<file path="src/rtl/regbank_write_arbiter_pkg.sv">
// Shared encodings for the register-bank write arbiter: FSM states,
// bank source-select codes and requester indices.
package regbank_write_arbiter_pkg;

   typedef enum logic [1:0] {
      ST_IDLE   = 2'd0,
      ST_SETUP  = 2'd1,
      ST_COMMIT = 2'd2
   } state_t;

   localparam logic [1:0] SRC_ALU  = 2'd0;
   localparam logic [1:0] SRC_REG  = 2'd1;
   localparam logic [1:0] SRC_IMM  = 2'd2;
   localparam logic [1:0] SRC_ZERO = 2'd3;

   localparam logic [1:0] IDX_ALU = 2'd0;
   localparam logic [1:0] IDX_MOV = 2'd1;
   localparam logic [1:0] IDX_IMM = 2'd2;
   localparam logic [1:0] IDX_CLR = 2'd3;

   // Each requester owns exactly one bank source.
   function automatic logic [1:0] src_of(logic [1:0] idx);
      case (idx)
         IDX_ALU: return SRC_ALU;
         IDX_MOV: return SRC_REG;
         IDX_IMM: return SRC_IMM;
         default: return SRC_ZERO;
      endcase
   endfunction

endpackage

</file>
<file path="src/rtl/regbank_write_arbiter_if.sv">
// Requester handshakes plus register-bank control lines of the write arbiter.
// master = requester/bank side, slave = arbiter side.
interface regbank_write_arbiter_if;
   logic       alu_req;
   logic [2:0] alu_dst;
   logic       alu_ack;
   logic       mov_req;
   logic [2:0] mov_dst;
   logic       mov_ack;
   logic       imm_req;
   logic [2:0] imm_dst;
   logic       imm_ack;
   logic       clr_req;
   logic [2:0] clr_dst;
   logic       clr_ack;
   logic       hold;
   logic       MS1;
   logic       MS0;
   logic       RS2;
   logic       RS1;
   logic       RS0;
   logic       E;
   logic       busy;
   logic [1:0] grant;
   logic [7:0] commit_cnt;

   modport master (
      output alu_req, alu_dst, mov_req, mov_dst, imm_req, imm_dst,
             clr_req, clr_dst, hold,
      input  alu_ack, mov_ack, imm_ack, clr_ack,
             MS1, MS0, RS2, RS1, RS0, E, busy, grant, commit_cnt
   );

   modport slave (
      input  alu_req, alu_dst, mov_req, mov_dst, imm_req, imm_dst,
             clr_req, clr_dst, hold,
      output alu_ack, mov_ack, imm_ack, clr_ack,
             MS1, MS0, RS2, RS1, RS0, E, busy, grant, commit_cnt
   );
endinterface

</file>
<file path="src/rtl/regbank_write_arbiter_rr_arbiter4.sv">
// Combinational 4-way arbiter: round-robin from ptr when rr_en, else lowest index wins.
module rr_arbiter4 (
   input  logic [3:0] req,
   input  logic [1:0] ptr,
   input  logic       rr_en,
   output logic       valid,
   output logic [1:0] winner
);

   logic [1:0] base;
   logic [1:0] idx;

   // Scan from the far end back toward base so the nearest requester is assigned last.
   always_comb begin
      valid  = 1'b0;
      winner = 2'd0;
      idx    = 2'd0;
      base   = rr_en ? ptr : 2'd0;
      for (int k = 3; k >= 0; k--) begin
         idx = base + 2'(k);
         if (req[idx]) begin
            valid  = 1'b1;
            winner = idx;
         end
      end
   end

endmodule

</file>
<file path="src/rtl/regbank_write_arbiter.sv">
// Write-port controller for the 8x8 register bank: arbitrates four writers and
// sequences MS/RS setup followed by a single-cycle E commit.
//
//   state     | meaning
//   ST_IDLE   | no write owned; arbitrate when hold=0
//   ST_SETUP  | MS/RS driven with E=0, setup down-counter running
//   ST_COMMIT | E=1 and owner ack for exactly one cycle
module regbank_write_arbiter
   import regbank_write_arbiter_pkg::*;
#(
   parameter int SETUP_CYCLES = 1,
   parameter bit RR_ENABLE    = 1'b1
) (
   input logic                   CLK,
   input logic                   RSTn,
   regbank_write_arbiter_if.slave bus
);

   localparam logic [3:0] SETUP_LOAD = 4'(SETUP_CYCLES - 1);

   state_t     state_q, state_d;
   logic [3:0] cnt_q, cnt_d;
   logic [1:0] grant_q, grant_d;
   logic [1:0] ms_q, ms_d;
   logic [2:0] rs_q, rs_d;
   logic       e_q, e_d;
   logic [3:0] ack_q, ack_d;
   logic [1:0] ptr_q, ptr_d;
   logic [7:0] commit_cnt_q, commit_cnt_d;

   logic [3:0] req_vec;
   logic       arb_valid;
   logic [1:0] arb_winner;
   logic [2:0] win_dst;

   assign req_vec = {bus.clr_req, bus.imm_req, bus.mov_req, bus.alu_req};

   rr_arbiter4 u_arb (
      .req    (req_vec),
      .ptr    (ptr_q),
      .rr_en  (RR_ENABLE),
      .valid  (arb_valid),
      .winner (arb_winner)
   );

   always_comb begin
      win_dst = bus.alu_dst;
      case (arb_winner)
         IDX_MOV: win_dst = bus.mov_dst;
         IDX_IMM: win_dst = bus.imm_dst;
         IDX_CLR: win_dst = bus.clr_dst;
         default: ;
      endcase
   end

   // E and ack are registered on entry to COMMIT so they fall on the next edge by default.
   always_comb begin
      state_d      = state_q;
      cnt_d        = cnt_q;
      grant_d      = grant_q;
      ms_d         = ms_q;
      rs_d         = rs_q;
      e_d          = 1'b0;
      ack_d        = 4'b0000;
      ptr_d        = ptr_q;
      commit_cnt_d = commit_cnt_q;
      case (state_q)
         ST_IDLE: begin
            if (!bus.hold && arb_valid) begin
               state_d = ST_SETUP;
               grant_d = arb_winner;
               ms_d    = src_of(arb_winner);
               rs_d    = win_dst;
               cnt_d   = SETUP_LOAD;
            end
         end
         ST_SETUP: begin
            if (!bus.hold) begin
               if (cnt_q == 4'd0) begin
                  state_d      = ST_COMMIT;
                  e_d          = 1'b1;
                  ack_d        = 4'b0001 << grant_q;
                  commit_cnt_d = commit_cnt_q + 8'd1;
               end else begin
                  cnt_d = cnt_q - 4'd1;
               end
            end
         end
         ST_COMMIT: begin
            state_d = ST_IDLE;
            ptr_d   = RR_ENABLE ? grant_q + 2'd1 : 2'd0;
         end
         default: state_d = ST_IDLE;
      endcase
   end

   always_ff @(posedge CLK or negedge RSTn) begin
      if (!RSTn) begin
         state_q      <= ST_IDLE;
         cnt_q        <= 4'd0;
         grant_q      <= IDX_ALU;
         ms_q         <= SRC_ALU;
         rs_q         <= 3'd0;
         e_q          <= 1'b0;
         ack_q        <= 4'b0000;
         ptr_q        <= IDX_ALU;
         commit_cnt_q <= 8'd0;
      end else begin
         state_q      <= state_d;
         cnt_q        <= cnt_d;
         grant_q      <= grant_d;
         ms_q         <= ms_d;
         rs_q         <= rs_d;
         e_q          <= e_d;
         ack_q        <= ack_d;
         ptr_q        <= ptr_d;
         commit_cnt_q <= commit_cnt_d;
      end
   end

   assign bus.alu_ack    = ack_q[IDX_ALU];
   assign bus.mov_ack    = ack_q[IDX_MOV];
   assign bus.imm_ack    = ack_q[IDX_IMM];
   assign bus.clr_ack    = ack_q[IDX_CLR];
   assign bus.MS1        = ms_q[1];
   assign bus.MS0        = ms_q[0];
   assign bus.RS2        = rs_q[2];
   assign bus.RS1        = rs_q[1];
   assign bus.RS0        = rs_q[0];
   assign bus.E          = e_q;
   assign bus.busy       = (state_q != ST_IDLE);
   assign bus.grant      = grant_q;
   assign bus.commit_cnt = commit_cnt_q;

endmodule

</file>
<file path="src/flat_wrapper.sv">
// flat-port wrapper written by rule: the top's interface ports become plain ports
module regbank_write_arbiter_flat import regbank_write_arbiter_pkg::*;
#(
   parameter int SETUP_CYCLES = 1,
   parameter bit RR_ENABLE    = 1'b1
)
  (CLK, RSTn, bus_alu_req, bus_alu_dst, bus_mov_req, bus_mov_dst, bus_imm_req, bus_imm_dst, bus_clr_req, bus_clr_dst, bus_hold, bus_alu_ack, bus_mov_ack, bus_imm_ack, bus_clr_ack, bus_MS1, bus_MS0, bus_RS2, bus_RS1, bus_RS0, bus_E, bus_busy, bus_grant, bus_commit_cnt);
  regbank_write_arbiter_if bus_i ();
  input logic CLK;
  input logic RSTn;
  input wire logic [$bits(bus_i.alu_req)-1:0] bus_alu_req;
  input wire logic [$bits(bus_i.alu_dst)-1:0] bus_alu_dst;
  input wire logic [$bits(bus_i.mov_req)-1:0] bus_mov_req;
  input wire logic [$bits(bus_i.mov_dst)-1:0] bus_mov_dst;
  input wire logic [$bits(bus_i.imm_req)-1:0] bus_imm_req;
  input wire logic [$bits(bus_i.imm_dst)-1:0] bus_imm_dst;
  input wire logic [$bits(bus_i.clr_req)-1:0] bus_clr_req;
  input wire logic [$bits(bus_i.clr_dst)-1:0] bus_clr_dst;
  input wire logic [$bits(bus_i.hold)-1:0] bus_hold;
  output wire logic [$bits(bus_i.alu_ack)-1:0] bus_alu_ack;
  output wire logic [$bits(bus_i.mov_ack)-1:0] bus_mov_ack;
  output wire logic [$bits(bus_i.imm_ack)-1:0] bus_imm_ack;
  output wire logic [$bits(bus_i.clr_ack)-1:0] bus_clr_ack;
  output wire logic [$bits(bus_i.MS1)-1:0] bus_MS1;
  output wire logic [$bits(bus_i.MS0)-1:0] bus_MS0;
  output wire logic [$bits(bus_i.RS2)-1:0] bus_RS2;
  output wire logic [$bits(bus_i.RS1)-1:0] bus_RS1;
  output wire logic [$bits(bus_i.RS0)-1:0] bus_RS0;
  output wire logic [$bits(bus_i.E)-1:0] bus_E;
  output wire logic [$bits(bus_i.busy)-1:0] bus_busy;
  output wire logic [$bits(bus_i.grant)-1:0] bus_grant;
  output wire logic [$bits(bus_i.commit_cnt)-1:0] bus_commit_cnt;
  assign bus_i.alu_req = bus_alu_req;
  assign bus_i.alu_dst = bus_alu_dst;
  assign bus_i.mov_req = bus_mov_req;
  assign bus_i.mov_dst = bus_mov_dst;
  assign bus_i.imm_req = bus_imm_req;
  assign bus_i.imm_dst = bus_imm_dst;
  assign bus_i.clr_req = bus_clr_req;
  assign bus_i.clr_dst = bus_clr_dst;
  assign bus_i.hold = bus_hold;
  assign bus_alu_ack = bus_i.alu_ack;
  assign bus_mov_ack = bus_i.mov_ack;
  assign bus_imm_ack = bus_i.imm_ack;
  assign bus_clr_ack = bus_i.clr_ack;
  assign bus_MS1 = bus_i.MS1;
  assign bus_MS0 = bus_i.MS0;
  assign bus_RS2 = bus_i.RS2;
  assign bus_RS1 = bus_i.RS1;
  assign bus_RS0 = bus_i.RS0;
  assign bus_E = bus_i.E;
  assign bus_busy = bus_i.busy;
  assign bus_grant = bus_i.grant;
  assign bus_commit_cnt = bus_i.commit_cnt;
  regbank_write_arbiter #(.SETUP_CYCLES(SETUP_CYCLES), .RR_ENABLE(RR_ENABLE)) u_core (.CLK(CLK), .RSTn(RSTn), .bus(bus_i));
endmodule
</file>
<file path="config.mk">
export PLATFORM = sky130hd
export DESIGN_NAME = regbank_write_arbiter_flat
export DESIGN_NICKNAME = d
export VERILOG_FILES = /design/src/rtl/regbank_write_arbiter_pkg.sv /design/src/rtl/regbank_write_arbiter_if.sv /design/src/rtl/regbank_write_arbiter_rr_arbiter4.sv /design/src/rtl/regbank_write_arbiter.sv /design/src/flat_wrapper.sv
export SDC_FILE = /design/constraint.sdc
export NUM_CORES = 1
export LEC_CHECK = 0
export ABC_AREA = 1
export CORE_UTILIZATION = 45
export CTS_CLUSTER_SIZE = 30
export DETAILED_ROUTE_END_ITERATION = 8
export PLACE_DENSITY = 0.85
export SYNTH_ARGS = -nofsm -noshare
export SYNTH_HDL_FRONTEND = slang
export SYNTH_SLANG_ARGS = --single-unit
</file>
<file path="constraint.sdc">
create_clock -name CLK -period 1.4 [get_ports CLK]
set_input_delay 0.21 -clock CLK [delete_from_list [all_inputs] [get_ports CLK]]
set_output_delay 0.21 -clock CLK [all_outputs]
set_load 0.02 [all_outputs]
</file>
After elaboration in Yosys (flattened, before gate mapping)
Cells that the tools add are included. W data, S select, Z words.

Word-level logic and storage cells: 73. Bits in latches: 0. Memories: 0. Output and inout port bits: 21. Memory bits (writable): 0. Memory bits (read-only): 0. Input bits: 19. Flip-flop bits (word level): 28.

Bitwise gates (word level): 1. Equal/unequal tests: 9. Reductions and logical operators: 11. Divide/modulo/power cells: 0. Add/sub/neg operators: 6. Shifts and indexed selects: 1. Magnitude comparators: 4. Mux-type cells: 32. Multiply operators: 0.

Operator list (count): $mux W4 (6); $mux W2 (7); $lt A2 B3 Y1 const B (4); $mux W1 (11); $pmux W3 S3 (1); $add A8 B1 Y8 const B (1); $bmux W1 S2 (4); $pmux W4 S2 (1); $eq A2 B2 Y1 const B (3); $pmux W2 S3 (1); $reduce_and A3 Y1 (2); $add A2 B1 Y2 const B (2); $add A2 B2 Y2 const B (2); $eq A2 B1 Y1 const B (2); $logic_not A2 Y1 (2); $logic_not A4 Y1 (1); $ne A2 B1 Y1 const B (2); $ne A2 B2 Y1 const B (2); $pmux W2 S2 (1); $reduce_and A4 Y1 (1); $reduce_bool A2 Y1 (2); $shl A1 B2 Y4 const A (1); $sub A4 B1 Y4 const B (1); $reduce_and A2 Y1 (1); 3 further kinds (3).

Logic depth before layout (Yosys ltp)
Gate-level depths: netlist (run 1).

Word-level depth: 10. Mapped depth: 15. Gate-level depth less buffers: 14.

Modules after synthesis
Synthesis (run 1) repeated with hierarchy kept, for this count alone.

Cells, all modules: 226. Area, all modules: 1655.3 µm².

By module, submodules not included: regbank_write_arbiter (seq. area each 700.7 µm², area each 1438.9 µm², instances 1, cells each 179); rr_arbiter4 (seq. area each 0.0 µm², area each 216.5 µm², instances 1, cells each 47).

Least setup slack after synthesis (run 1)
No wires, ideal clock.

Path type: register -> register. Start: register u_core.cnt_q[0]. End: register u_core.commit_cnt_q[6], in the netlist u_core.bus.commit_cnt[6]. Slack: -94 ps. Cell stages (with the launch flop): 9. Arrival time: 1365 ps. Buffers on the path: 0. Setup time: 129 ps. Period minus slack after synthesis: 1494 ps. Data required time: 1271 ps. Cell sequence: dfrtp_1 inv_1 ha_1 nand3_1 nor2_1 nand2_2 nor3b_2 nand3_1 xnor2_1.

Word-level cells in the longest chain between the ends: 2.

Ends and longest elaborated chain: start, declared (line regbank_write_arbiter.sv:22) `logic [3:0] cnt_q, cnt_d;`; start signal, assigned (line regbank_write_arbiter.sv:110) `cnt_q <= cnt_d;`; $logic_not A4 Y1 (line regbank_write_arbiter.sv:79) `if (cnt_q == 4'd0) begin`; $reduce_and A3 Y1 (no line); end signal, assigned (line regbank_write_arbiter.sv:117) `commit_cnt_q <= commit_cnt_d;`; end, declared (line regbank_write_arbiter.sv:29) `logic [7:0] commit_cnt_q, commit_cnt_d;`.

Every way passes these cells. A chain may end at the register's enable or synchronous reset.

Final worst setup path (run 1)
Start: register u_core.ptr_q[0]. End: register u_core.cnt_q[2].

Word-level cells in the longest chain between the ends: 10. Elaborated cells between the ends (all ways): 18. Classes of those cells: add/sub: 3; eq/ne: 1; mux: 12; reduce/logical: 2.

Ends and longest elaborated chain: start, declared (line regbank_write_arbiter.sv:28) `logic [1:0] ptr_q, ptr_d;`; start signal, assigned (line regbank_write_arbiter.sv:116) `ptr_q <= ptr_d;`; $add A2 B2 Y2 (line regbank_write_arbiter_rr_arbiter4.sv:20) `idx = base + 2'(k);`; $bmux W1 S2 (line regbank_write_arbiter_rr_arbiter4.sv:21) `if (req[idx]) begin`; $mux W1 (not written as such) (line regbank_write_arbiter_rr_arbiter4.sv:21); $mux W1 (3 in series) (line regbank_write_arbiter_rr_arbiter4.sv:21); $mux W1 (*) (line regbank_write_arbiter_rr_arbiter4.sv:21); $logic_and A1 B1 Y1 (*) (line regbank_write_arbiter.sv:69) `if (!bus.hold && arb_valid) begin`; $ne A2 B1 Y1 (no line) (*); $reduce_and A4 Y1 (no line) (*).

Every way passes the cells marked *; elsewhere a longest branch is shown, timed or not. The select of a mux whose other input is x is not followed.

==> reports/metrics.csv, run 1 <==
metric,value,unit
Peak VDD IR,1.21,mV
Startpoint Class,flop,
CTS Root Cell,clkbuf_8,
antenna violations before repair,0,
syn avg cell area,8.17,um^2
fmax,592,MHz
most frequent cell after synthesis,nand2_1,
Final #Nets,302,
Power Dens Cells,2260,nW/um^2
"FFs w/ async S/R, synth",1.00,
WL met2,2.11,mm
worst path arrival time,1870,ps
Slew Limit Fails,0,
Leak,1.36,nW
placed wire-length estimate,2.71,mm
Yosys Warn Count,0,
top routing layer in use,met4,
Worst EP required,1580,ps
switching power,0.00277,W
Total Neg Setup Slack,-2760,ps
total CTS buffers,3,
measured slew at the worst slew-check pin,350,ps
Mapped Area,1680,um^2
deepest clock path buffer count,2,
# DRC,0,
number of global-route vias before repair,1540,
status,"complete, but fails checks",
IO Pins,40,
DRT Pass-1 Iters,4,
Pint,0.00284,W
global route overflow,0,
endpoint class of the critical path,flop,
Clk network pwr share,0.084,
post-route met1 wirelength,1.72,mm
Hold Fails Final Rpt,0,
vias,1575,
top cell type's share of synthesized area,0.403,
Max-slew headroom,0.767,
initial DRC count,101,
Main synth FF type,dfrtp_1,
Mapped Nets,231,
Post-synth EDFFs,0,
htree depth,1,
die area,3970,um^2
CTS tree,built,
Finished Core Util,0.720,
gpl congestion,0.881,
WL met3,162,um
mux contribution to synthesized area,0,
crit-path max FO,8,
Layout fillers,239,
core area,3440,um^2
largest cells by area after synthesis,"dfrtp_1, nand2_1, inv_1, nand2_4, nand3_1",
Compound-Gate Fraction of Synth Area,0.0441,
largest family of logic cells by synthesized area,simple AND/OR/NAND/NOR gates,
failing checks,negative setup slack,
Die Height,63.0,um
row cnt,21,
overall routing resource usage,0.207,
cells along the critical path,"inv_8, nand2_2, nand2_4, nand2_1, nand2_2, nor2_2, nand3_2, nand3_4, nand2_4, nand2_4, inv_4, nand3_1, o21ai_1",
R2R Setup Slk,-290,ps
vias per inst,4.91,
power share of the combinational group,0.691,
n_diodes,0,
"Slowest-stage cell, CP",dfrtp_2,
"Seq/Total Area, Yosys",0.403,
"area leader, netlist",dfrtp_1,
RSZ-0062 raised after global routing,yes,
CTS Sinks,27,
"slowest stage delay, CP",510,ps
"Distinct cells, synth",23,
Clock transition at path regs,100,ps
Seq pwr share,0.225,
Sw Share,0.494,
Post-DRT Antenna Nets,0,
clock latency on the worst-skew pair,280,ps
Post-CTS Hold Buffers,0,
Synth Area in Adders,0.0523,
max-cap violation count,0,
Yosys reg bits,27,
routed wire length,4.08,mm
Area Overhead vs Synth,47.9,%
IO buf count,39,
Hold Path Class,input pin to async pin,
Post-Synth XOR/XNOR Area,0.0418,
Final period util,1.21,
Cells after Synth,205,
share of cells above drive strength 1,0.338,
synth cell count leaders,"nand2_1, inv_1, dfrtp_1",
CP most frequent cell,nand2_4,
post-synthesis simple-gate area fraction,0.355,
largest net degree at the start of global routing,28,
DIE WIDTH,63.0,um
final-report setup violation count,14,
global-route wire length before repair,6.46,mm
initial core utilization,0.487,
Final min period,1690,ps
Final Skew,7.93,ps
Avg WL per Cell,12.7,um
Setup WS post-layout,-290,ps
critical path class,flop to flop,
-- cells in the final DEF (no fill, tap or decap), drive strengths merged --
cell type,n
clkbuf,3
ha,7
xnor2,5
a21oi,3
o21ai,11
nand2,64
dfrtp,27
dlygate4sd2,20
clkdlybuf4s50,18
clkinvlp,1
xor2,3
nor2,15
nand4,7
buf,30
nand3,21
inv,39
nor3b,1
-- what timing repair did --
action,in CTS,in global routing
gates cloned,0,0
setup endpoints to repair,37,19
pin swaps,9,5
endpoints found under the hold margin,0,0
buffers inserted,2,4
resized for setup,39,15
-- critical path, delay by kind of cell (launching register included) --
kind	cells	cell delay [ps]
buf+inv	2	120
simple gates	10	900
compound gates	1	60
flops	1	510
-- flip-flops by register name, summed over array words and instances, names as in the netlist --
| name | flops |
|---|---|
| u_core.bus.E | 1 |
| u_core.bus.grant | 2 |
| u_core.rs_q | 3 |
| u_core.ack_q | 4 |
| u_core.state_q | 2 |
| u_core.cnt_q | 4 |
| u_core.bus.commit_cnt | 8 |
| u_core.ptr_q | 2 |
| u_core.ms_q | 1 |
-- power by group through the flow --
stage               combinational (W)  sequential, W  clock, W
detailed placement            0.00343        0.00127         0
global placement              0.00334        0.00127         0
finish                        0.00387        0.00126  0.000471
global route                  0.00423        0.00130  0.000506
CTS                           0.00352        0.00126  0.000475
floorplan                     0.00213        0.00143         0
-- path summary, 6_finish.rpt --
kind,start,end,cells past startpoint
hold reg to reg,u_core.rs_q[0],u_core.rs_q[0],2
setup reg to reg,u_core.ptr_q[0],u_core.cnt_q[2],13
min in group CLK,u_core.rs_q[0],u_core.rs_q[0],2
max in group asynchronous,RSTn,u_core.ptr_q[0],2
setup / recovery,u_core.ptr_q[0],u_core.cnt_q[2],13
hold / removal,RSTn,u_core.state_q[0],2
-- layout make-up --
type / instances / area (um^2) / area share
Sequential cell: 27 / 678 / 0.274
Tap cell: 46 / 57.6 / 0.0232
Inverter: 39 / 156 / 0.0631
Clock inverter: 1 / 7.51 / 0.00303
Timing Repair Buffer: 68 / 582 / 0.235
Clock buffer: 3 / 41.3 / 0.0167
Multi-Input combinational cell: 137 / 956 / 0.386
-- through the flow --
step	power [W]	setup slack, ps	hold WS [ps]	area (um^2)	std cells
finish	0.00561	-290	291	2480	321
CTS	0.00526	-219	302	2390	317
global route	0.00604	-406	317	2480	321
floorplan	0.00355	-87.5	-85.6	1700	205
global placement	0.00461	-391	462	2300	311
detailed placement	0.00470	-471	464	2300	311
-- metal layers --
layer  vias to the layer above  GRT usage
li1                        774          -
met1                       752      0.225
met2                        39      0.379
met3                        10     0.0420
met4                         0     0.0988
met5                         -          0
-- cells by family after synthesis --
logic type | count (synthesis)
buffers and inverters | 41
AOI/OAI and AO/OA | 14
adders and majority gates | 7
and+or+nand+nor | 108
DFF | 27
xor gates and xnor gates | 8
Power figures use the tool's default switching activity.
==> run 2, diff against run 1 <==
CORE_MARGIN = 3   (was not set)
SETUP_SLACK_MARGIN = 0.4   (was not set)
==> run 2 against run 1 <==
Compared with the run above: first-iteration DRC count grew 48%; total power grew 28%; largest power group unchanged; core utilization grew 12 points; design area is 18% higher; the run still ends with negative setup slack left; critical endpoint unchanged; non-clock buffer count grew 22; worst hold slack hardly changed; critical path type unchanged; critical path depth did not move.
==> reports/metrics.csv, run 2 (synthesized netlist as in run 1, its figures left out) <==
metric,value,unit,change
Final period util,1.28,,+0.0716
Slew Limit Fails,0,,unchanged
endpoint class of the critical path,flop,,
gpl congestion,0.835,,-5.2%
worst path arrival time,1990,ps,+120 ps
Worst EP required,1600,ps,+20 ps
R2R cell count,13,,unchanged
R2R Setup Slk,-390,ps,-100 ps
clock latency on the worst-skew pair,280,ps,about the same
deepest clock path buffer count,2,,unchanged
most frequent cells in the layout,"buf_6, buf_4, nand2_1",,
Avg WL per Cell,18.2,um,+43%
IO buf count,39,,unchanged
critical path class,flop to flop,,
Die Height,67.0,um,+6.3%
DRT Pass-1 Iters,4,,unchanged
Leak,1.49,nW,+9.8%
htree depth,1,,unchanged
pre-CTS WS,-462,ps,+9.31 ps
RSZ-0062 raised after global routing,yes,,
Finished Core Util,0.841,,+0.121
Layout fillers,189,,-21%
initial DRC count,149,,+48%
"slowest stage delay, CP",510,ps,about the same
IO Pins,40,,unchanged
fmax,559,MHz,-5.6%
vias,1830,,+16%
row cnt,21,,unchanged
total CTS buffers,3,,unchanged
crit-path max FO,8,,unchanged
global-route wire length before repair,7.99,mm,+24%
Peak VDD IR,1.51,mV,+24%
global route overflow,0,,unchanged
Setup WS post-layout,-390,ps,-100 ps
measured slew at the worst slew-check pin,349,ps,-0.839 ps
antenna violations before repair,0,,unchanged
Final min period,1790,ps,+100 ps
vias per inst,5.34,,+8.7%
max FFs per register,8,,unchanged
overall routing resource usage,0.236,,+0.0288
Final Skew,9.76,ps,+1.82 ps
n_diodes,0,,unchanged
Power Dens Cells,2450,nW/um^2,+8.4%
cells along the critical path,"inv_8, nand2_4, nand2_4, nand2_4, nand2_4, inv_1, nand3_2, nand3_4, nand2_4, nand2_4, inv_4, nand3_1, o21ai_1",,
Area Overhead vs Synth,74.2,%,
final-report setup violation count,24,,+10
Clock transition at path regs,110,ps,about the same
max-cap violation count,0,,unchanged
CP Capture Point,u_core.cnt_q[2],,
number of global-route vias before repair,1765,,+15%
design area,2920,um^2,+18%
routed wire length,6.24,mm,+53%
CTS tree,built,,
core area,3470,um^2,+0.76%
Max-slew headroom,0.767,,about the same
sequential cell area,681,um^2,+0.37%
Post-DRT Antenna Nets,0,,unchanged
Total Neg Setup Slack,-4930,ps,-2160 ps
CTS Root Cell,clkbuf_8,,
status,"complete, but fails checks",,
CP most frequent cell,nand2_4,,
worst r2r src,u_core.ptr_q[0],,
footprint of the multi-input gates,1090,um^2,+14%
Final #Nets,324,,+7.3%
share of cells above drive strength 1,0.539,,+0.201
"Slowest-stage cell, CP",dfrtp_2,,
post-placement cell area,2310,um^2,+0.11%
die area,4490,um^2,+13%
CTS Sinks,27,,unchanged
reg2reg end,u_core.cnt_q[2],,
placed wire-length estimate,2.79,mm,+2.8%
DIE WIDTH,67.0,um,+6.3%
Hold Fails Final Rpt,0,,unchanged
failing checks,negative setup slack,,
Pwr Total,0.00715,W,+28%
Hold Path Class,input pin to async pin,,
Post-CTS Hold Buffers,0,,unchanged
Startpoint Class,flop,,
largest net degree at the start of global routing,28,,unchanged
Setup crit start,u_core.ptr_q[0],,
# DRC,0,,unchanged
initial core utilization,0.483,,-0.00369
[run 2: cell count changes in the layout (fill, tap and decap cells not counted), moves of 4 or more]
cell           previous run  this run
buf_6                     1        35
nand2_1                  36        32
inv_1                    31        26
buf_4                    28        35
nor2_1                    8         3
nor2_4                    2        10
nand3_1                  12         8
dlygate4sd2_1            20         0
[run 2: how the worst min path moves through the flow]
stage | from | to | slack, ps
after floorplan | RSTn | u_core.ack_q[0] | -90
after CTS | RSTn | u_core.bus.commit_cnt[4] | 300
final | RSTn | u_core.bus.commit_cnt[2] | 290
after detailed placement | u_core.bus.commit_cnt[7] | u_core.bus.commit_cnt[7] | 470
after global routing | RSTn | u_core.bus.commit_cnt[2] | 320
after global placement | u_core.bus.commit_cnt[7] | u_core.bus.commit_cnt[7] | 460
[run 2: worst max-delay path, delay by kind of cell, from the launching register on]
kind,cells,cell delay (ps)
flops,1,510
simple gates,9,830
compound gates,1,110
buf+inv,3,260
[run 2: layout make-up]
cell class	count	area share
well taps	46	0.0197
repair buffers	90	0.299
clock buffers	3	0.0142
clock inverters	1	0.00257
flip-flops and latches	27	0.233
multi-input cells	137	0.374
inverters	39	0.0570
[run 2: per-stage QoR]
step	hold WS [ps]	instances
6_report	291	343
3_3_place_gp	460	311
4_1_cts	297	336
5_1_grt	320	343
2_1_floorplan	-85.6	205
3_5_place_dp	467	311
[run 2: per-layer routing]
metal | track usage | vias up | share of wire
met5 | 0 | - | 0
met4 | 0.0962 | 0 | 0.053
met3 | 0.0287 | 34 | 0.047
met2 | 0.440 | 75 | 0.54
met1 | 0.267 | 898 | 0.36
li1 | - | 823 | -
[run 2: power by group]
group          switching [W]  internal [W]  total (W)  leakage, nW
Combinational        0.00294       0.00237    0.00530         1.12
Clock               0.000269      0.000203   0.000472       0.0217
Sequential          0.000326       0.00105    0.00138        0.346
[run 2: repair_timing]
action,4_1_cts,5_1_grt
endpoints found under the setup margin,47,48
buffers inserted,21,7
gates resized for setup,177,33
pin swaps,13,21
==> run 3, diff against run 2 <==
ABC_CLOCK_PERIOD_IN_PS = 1400   (was not set)
==> results of run 3 <==
The final DEF is identical to that of run 2; final timing and power are the same.
